`src/rtl/uart_rgb_pkg.sv`:
```
// Shared types and constants for the UART RGB command stage.
package uart_rgb_pkg;

    typedef enum logic [2:0] {
        ST_IDLE,
        ST_DECODE,
        ST_HEX,
        ST_SEND,
        ST_ECHO
    } state_t;

    localparam logic [7:0]  CH_CR      = 8'h0D;
    localparam logic [7:0]  CH_LF      = 8'h0A;
    localparam logic [7:0]  CH_HASH    = 8'h23;
    localparam logic [7:0]  CH_0       = 8'h30;
    localparam logic [7:0]  CH_7       = 8'h37;
    localparam logic [31:0] UART_EMPTY = 32'hFFFF_FFFF;

    // Returns {valid, nibble}; accepts 0-9, A-F, a-f.
    function automatic logic [4:0] hex_nibble(input logic [7:0] c);
        if (c >= 8'h30 && c <= 8'h39)
            return {1'b1, c[3:0]};
        if ((c >= 8'h41 && c <= 8'h46) || (c >= 8'h61 && c <= 8'h66))
            return {1'b1, c[3:0] + 4'd9};
        return 5'd0;
    endfunction

endpackage

```
`src/rtl/rgb_pwm.sv`:
```
// Free-running PWM counter with one registered comparator per colour channel.
module rgb_pwm #(
    parameter int PWM_BITS = 8
) (
    input  logic                  hw_clk,
    input  logic                  reset,
    input  logic [3*PWM_BITS-1:0] duty,
    output logic [2:0]            pwm
);

    logic [PWM_BITS-1:0] pwm_cnt;

    always_ff @(posedge hw_clk) begin
        if (reset) pwm_cnt <= '0;
        else       pwm_cnt <= pwm_cnt + PWM_BITS'(1);
    end

    for (genvar i = 0; i < 3; i++) begin : g_ch
        logic pwm_q;
        always_ff @(posedge hw_clk) begin
            if (reset) pwm_q <= 1'b0;
            else       pwm_q <= (pwm_cnt < duty[i*PWM_BITS +: PWM_BITS]);
        end
        assign pwm[i] = pwm_q;
    end

endmodule

```
`src/rtl/uart_rgb_cmd.sv`:
```
// Parses colour commands from the simpleuart data register and drives RGB PWM.
// Define UART_RGB_ECHO_EN to echo every byte read before its reply.
module uart_rgb_cmd
    import uart_rgb_pkg::*;
#(
    parameter int         PWM_BITS       = 8,
    parameter int         TIMEOUT_CYCLES = 120000,
    parameter logic [7:0] ACK_CHAR       = 8'h4B,
    parameter logic [7:0] NAK_CHAR       = 8'h3F
) (
    input  logic        hw_clk,
    input  logic        reset,
    output logic        reg_dat_re,
    input  logic [31:0] reg_dat_do,
    output logic        reg_dat_we,
    output logic [31:0] reg_dat_di,
    input  logic        reg_dat_wait,
    output logic        rgb_red,
    output logic        rgb_green,
    output logic        rgb_blue,
    output logic        cmd_err
);

`ifdef UART_RGB_ECHO_EN
    localparam bit ECHO = 1'b1;
`else
    localparam bit ECHO = 1'b0;
`endif

    localparam int                TMO_W    = $clog2(TIMEOUT_CYCLES + 1);
    localparam logic [TMO_W-1:0] TMO_LAST = TMO_W'(TIMEOUT_CYCLES - 1);

    state_t                     state;
    logic [7:0]                 rx_byte;
    logic                       in_hex;
    logic [2:0]                 hex_idx;
    logic [19:0]                hex_sr;   // 5 digits held; the 6th completes sr_nxt
    logic [TMO_W-1:0]           tmo_cnt;
    logic [2:0][PWM_BITS-1:0]   duty;     // [0]=red [1]=green [2]=blue
    logic [2:0][PWM_BITS-1:0]   ack_duty;
    logic [2:0]                 pwm;

    logic        byte_rdy, nib_ok, is_digit, is_hash, is_crlf;
    logic [3:0]  nib;
    logic [23:0] sr_nxt;
    logic        rep_go, rep_ack;

    // Hex bytes are left-aligned onto the duty range.
    function automatic logic [PWM_BITS-1:0] to_duty(input logic [7:0] b);
        logic [31:0] w;
        w = {b, 24'b0} >> (32 - PWM_BITS);
        return w[PWM_BITS-1:0];
    endfunction

    // The read strobe empties the buffer only at the next edge, so skip that cycle.
    assign byte_rdy     = !reg_dat_do[8] && (reg_dat_do != UART_EMPTY) && !reg_dat_re;
    assign {nib_ok, nib} = hex_nibble(rx_byte);
    assign sr_nxt       = {hex_sr, nib};
    assign is_digit     = (rx_byte >= CH_0) && (rx_byte <= CH_7);
    assign is_hash      = (rx_byte == CH_HASH);
    assign is_crlf      = (rx_byte == CH_CR) || (rx_byte == CH_LF);

    always_comb begin
        ack_duty = '0;
        if (in_hex) begin
            ack_duty[0] = to_duty(sr_nxt[23:16]);
            ack_duty[1] = to_duty(sr_nxt[15:8]);
            ack_duty[2] = to_duty(sr_nxt[7:0]);
        end else begin
            for (int i = 0; i < 3; i++)
                ack_duty[i] = {PWM_BITS{rx_byte[i]}};
        end
    end

    always_comb begin
        rep_go  = 1'b0;
        rep_ack = 1'b0;
        case (state)
            ST_HEX: rep_go = !byte_rdy && (tmo_cnt == TMO_LAST);
            ST_DECODE: begin
                if (in_hex) begin
                    rep_go  = !nib_ok || (hex_idx == 3'd5);
                    rep_ack = nib_ok;
                end else begin
                    rep_go  = !is_hash && !is_crlf;
                    rep_ack = is_digit;
                end
            end
            default: ;
        endcase
    end

    always_ff @(posedge hw_clk) begin
        if (reset) begin
            state      <= ST_IDLE;
            reg_dat_re <= 1'b0;
            reg_dat_we <= 1'b0;
            reg_dat_di <= '0;
            cmd_err    <= 1'b0;
            rx_byte    <= '0;
            in_hex     <= 1'b0;
            hex_idx    <= '0;
            hex_sr     <= '0;
            tmo_cnt    <= '0;
            duty       <= '0;
        end else begin
            reg_dat_re <= 1'b0;
            case (state)
                ST_IDLE, ST_HEX: begin
                    if (byte_rdy) begin
                        rx_byte    <= reg_dat_do[7:0];
                        reg_dat_re <= 1'b1;
                        if (ECHO) begin
                            reg_dat_di <= {24'b0, reg_dat_do[7:0]};
                            reg_dat_we <= 1'b1;
                            state      <= ST_ECHO;
                        end else begin
                            state <= ST_DECODE;
                        end
                    end else if (state == ST_HEX) begin
                        tmo_cnt <= tmo_cnt + TMO_W'(1);
                    end
                end
                ST_DECODE: begin
                    if (in_hex) begin
                        hex_sr  <= sr_nxt[19:0];
                        hex_idx <= hex_idx + 3'd1;
                        tmo_cnt <= '0;
                        state   <= ST_HEX;
                    end else if (is_hash) begin
                        in_hex  <= 1'b1;
                        hex_idx <= '0;
                        hex_sr  <= '0;
                        tmo_cnt <= '0;
                        state   <= ST_HEX;
                    end else begin
                        state <= ST_IDLE;
                    end
                end
                ST_SEND, ST_ECHO: begin
                    if (!reg_dat_wait) begin
                        reg_dat_we <= 1'b0;
                        state      <= (state == ST_ECHO) ? ST_DECODE : ST_IDLE;
                    end
                end
                default: state <= ST_IDLE;
            endcase

            // Reply launch overrides the per-state next values above.
            if (rep_go) begin
                reg_dat_di <= {24'b0, rep_ack ? ACK_CHAR : NAK_CHAR};
                reg_dat_we <= 1'b1;
                cmd_err    <= !rep_ack;
                in_hex     <= 1'b0;
                state      <= ST_SEND;
                if (rep_ack) duty <= ack_duty;
            end
        end
    end

    rgb_pwm #(
        .PWM_BITS (PWM_BITS)
    ) u_pwm (
        .hw_clk (hw_clk),
        .reset  (reset),
        .duty   (duty),
        .pwm    (pwm)
    );

    assign rgb_red   = pwm[0];
    assign rgb_green = pwm[1];
    assign rgb_blue  = pwm[2];

endmodule
```
`config.mk`:
```
export PLATFORM = sky130hd
export DESIGN_NAME = uart_rgb_cmd
export DESIGN_NICKNAME = d
export VERILOG_FILES = /design/src/rtl/uart_rgb_pkg.sv /design/src/rtl/rgb_pwm.sv /design/src/rtl/uart_rgb_cmd.sv
export SDC_FILE = /design/constraint.sdc
export NUM_CORES = 1
export LEC_CHECK = 0
export CAP_MARGIN = 5
export CELL_PAD_IN_SITES_DETAIL_PLACEMENT = 1
export CELL_PAD_IN_SITES_GLOBAL_PLACEMENT = 2
export CORE_MARGIN = 2
export CORE_UTILIZATION = 31
export CTS_BUF_LIST = sky130_fd_sc_hd__clkbuf_4 sky130_fd_sc_hd__clkbuf_8
export CTS_CLUSTER_SIZE = 20
export DETAILED_ROUTE_END_ITERATION = 6
export GPL_TIMING_DRIVEN = 1
export PLACE_DENSITY = 0.85
export SLEW_MARGIN = 10
export SYNTH_ARGS = -nofsm -noshare
export SYNTH_HDL_FRONTEND = slang
export SYNTH_HIERARCHICAL = 1
export SYNTH_SLANG_ARGS = --single-unit
```
`constraint.sdc`:
```
create_clock -name hw_clk -period 2.5 [get_ports hw_clk]
set_input_delay 0.5 -clock hw_clk [delete_from_list [all_inputs] [get_ports hw_clk]]
set_output_delay 0.5 -clock hw_clk [all_outputs]
set_load 0.02 [all_outputs]
```
==> metrics.csv <==
stage,metric,value,unit
status,outcome,"finished, final reports clean",
min_path,HP Class,flop to flop,
logic_synthesis,ys flop type,dfxtp_1,
logic_synthesis,ys async rst share,0,
pwr,P_leak,0.00213,µW
logic_synthesis,"top cells by area, synth","dfxtp_1, ha_1, a21oi_1",
logic_synthesis,Yosys reg bits,91,
logic_synthesis,Syn Area/Cell,8.75,µm²
logic_synthesis,Post-synth EDFFs,0,
timing,unrepaired setup endpoints after global routing,no,
floorplanning,DIE AREA,17000,µm²
drt,Antenna Violating Nets Remaining,0,
place,Port-buffer cells,24,
pwr,power density over the cells,519,nW/µm²
floorplanning,CORE AREA,15800,µm²
logic_synthesis,Netlist cell types,67,
worst_setup_path,CP required,2770,ps
global_route,largest net degree at the start of global routing,33,
clocking,CTS Buf Count,9,
clocking,maximum clock path buffer count,2,
cells_and_area,non-filler cells in the finished layout,820,
timing,worst hold slack,494,ps
timing,fin crit period,2440,ps
logic_synthesis,synthesized area,4960,µm²
timing,Final Hold Fails,0,
place,placed cell count,799,
logic_synthesis,most common cell in the synthesized netlist,dfxtp_1,
logic_synthesis,register area share after synthesis,0.367,
floorplanning,initial core utilization,0.315,
clocking,CTS tree,yes,
floorplanning,Cell Rows,46,
floorplanning,Die Y,130,µm
pwr,Reg power frac,0.511,
global_route,Total GRT Usage,0.152,
logic_synthesis,largest area contributor in the netlist,dfxtp_1,
clocking,H-tree depth,3,
cells_and_area,final-stage net count,668,
drt,remaining routing DRC violations,0,
floorplanning,chip width,130,µm
pwr,cell internal pwr,2150,µW
global_route,global route overflow,0,
cells_and_area,Layout Area Growth over Synthesis,15.9,%
logic_synthesis,yosys warns,6,
clocking,Clock transition at path regs,90,ps
cells_and_area,number of diodes,0,
worst_setup_path,crit path DAT,2710,ps
place,RD Place Congestion,0.799,
pwr,sw power,834,µW
worst_setup_path,Critical Path Source Type,flop,
logic_synthesis,post-synthesis cell count,567,
place,Setup Slack @ Placement,-322,ps
clocking,CTS Hold Bufs,0,
drt,Iter 0 DRT Violations,162,
drt,vias,3974,
timing,fin crit share,0.974,
timing,Max Fclk,0.411,GHz
drt,DR WL/cell,15.1,µm
global_route,vias in the first global route,4074,
clocking,Clock Sinks,91,
timing,Final WS setup,64.0,ps
timing,worst relative slew slack,0.577,
flow_run,max-cap viol count,0,
pwr,switching share of total power,0.279,
drt,Via density,4.85,
pwr,logic gate share of total power,0.138,
logic_synthesis,area share of the leading cell type in the synthesized netlist,0.367,
timing,Slew Limit Fails,0,
clocking,clk root buf,clkbuf_8,
drt,Post-Route WL,12.4,mm
timing,Worst Skew,12.3,ps
pwr,peak supply drop,0.225,mV
worst_setup_path,CP Class,flop to flop,
drt,drt pass-1 iters,4,
global_route,first-pass GRT wire length,20.5,mm
worst_setup_path,Crit Path Max Fanout,6,
clocking,Worst-Skew Late Latency,380,ps
floorplanning,Top Ports,73,
worst_setup_path,Crit. End Element,flop,
pwr,clock group share of total power,0.351,
global_route,initial antenna violation count,0,
cells_and_area,fillers,1894,
cells_and_area,share of layout cells above drive strength 1,0.134,
timing,endpoints failing setup,0,
place,hpwl dp,8.82,mm
logic_synthesis,most frequent cells after synthesis,"dfxtp_1, nor2_1, a21oi_1, nand2_1, ha_1",
timing,worst-margin pin slew,619,ps
power by group through the flow:
stage          Combinational, µW  Clock (µW)  Sequential [µW]
6_report                     411        1050             1520
5_1_grt                      459        1150             1530
4_1_cts                      408        1100             1520
3_5_place_dp                 404           0             1560
3_3_place_gp                 393           0             1550
2_1_floorplan                300           0             1550
flip-flops by register name (all words and copies together), names as in the netlist:
register,flops
reg_dat_di,3
state,2
hex_sr,20
u_pwm/pwm_cnt,8
tmo_cnt,17
reg_dat_we,1
in_hex,1
hex_idx,3
reg_dat_re,1
rx_byte,8
u_pwm/g_ch.pwm_q,3
duty,24
cells by family (layout without fill, tap and decap cells):
kind of cell | count (synthesis) | after routing | synth area share
simple gates | 186 | 186 | 0.195
xor+xnor | 13 | 13 | 0.0230
fa+ha+maj | 34 | 34 | 0.0858
compound gates | 126 | 126 | 0.169
flops | 91 | 91 | 0.367
mux | 28 | 28 | 0.0628
other cells | 1 | 25 | 0.000756
buf+inv | 88 | 101 | 0.0964
cell type report:
class / count / area, µm² / share of cell area
Clock buffer: 11 / 145 / 0.0252
Clock inverter: 5 / 62.6 / 0.0109
Inverter: 31 / 119 / 0.0207
Multi-Input combinational cell: 412 / 2800 / 0.486
Sequential cell: 91 / 1830 / 0.319
Tap cell: 216 / 270 / 0.0470
Timing Repair Buffer: 54 / 523 / 0.0909
what timing repair did:
item / 4_1_cts / 5_1_grt
gates resized for setup: 6 / 14
endpoints found under the setup margin: 15 / 27
pin swaps: 3 / 4
setup buffers: 1 / 2
gates cloned: 1 / 1
path summary, 6_finish.rpt:
| kind | from | to | slack, ps | cells past startpoint |
|---|---|---|---|---|
| worst max-delay path | rx_byte[1]$_SDFFE_PP0P_ | duty[17]$_SDFFE_PP0P_ | 60 | 9 |
| worst min-delay path | hex_sr[3]$_SDFFE_PP0P_ | hex_sr[3]$_SDFFE_PP0P_ | 490 | 2 |
| worst max register to register | rx_byte[1]$_SDFFE_PP0P_ | duty[17]$_SDFFE_PP0P_ | 60 | 9 |
| worst min register to register | hex_sr[3]$_SDFFE_PP0P_ | hex_sr[3]$_SDFFE_PP0P_ | 490 | 2 |
worst max-delay path, stage by stage, from the launching register on:
cell and delay (ps):
dfxtp_4 380, buf_4 150, ha_1 190, nand3b_1 160, o2111a_2 300, a221o_1 410
o311ai_4 110, buf_12 170, clkbuf_16 140, mux2_2 320
through the flow:
stage           util  power [µW]  instance area, µm²  setup TNS (ps)
2_1_floorplan      -        1850                5050               0
4_1_cts        0.359        3030                5660               0
3_5_place_dp   0.342        1960                5390           -7870
3_3_place_gp   0.342        1950                5390           -6630
6_report       0.365        2980                5750               0
5_1_grt        0.365        3140                5750               0
routing by layer:
layer | wire, µm | GRT usage | vias to the layer above
li1 | - | - | 1983
met5 | 0 | 0 | -
met2 | 5940 | 0.252 | 60
met3 | 362 | 0.0220 | 11
met4 | 158 | 0.0688 | 0
met1 | 5910 | 0.196 | 1920
cell usage in the layout (no fill, tap or decap), types with 23 or more instances in the layout:
cell             count
ha_1                31
conb_1              25
dfxtp_1             87
nor2_1              67
clkdlybuf4s50_1     23
nor2b_1             28
buf_4               26
a21oi_1             51
inv_1               29
nand2_1             37
No activity file was read; power rests on OpenSTA's default activity.
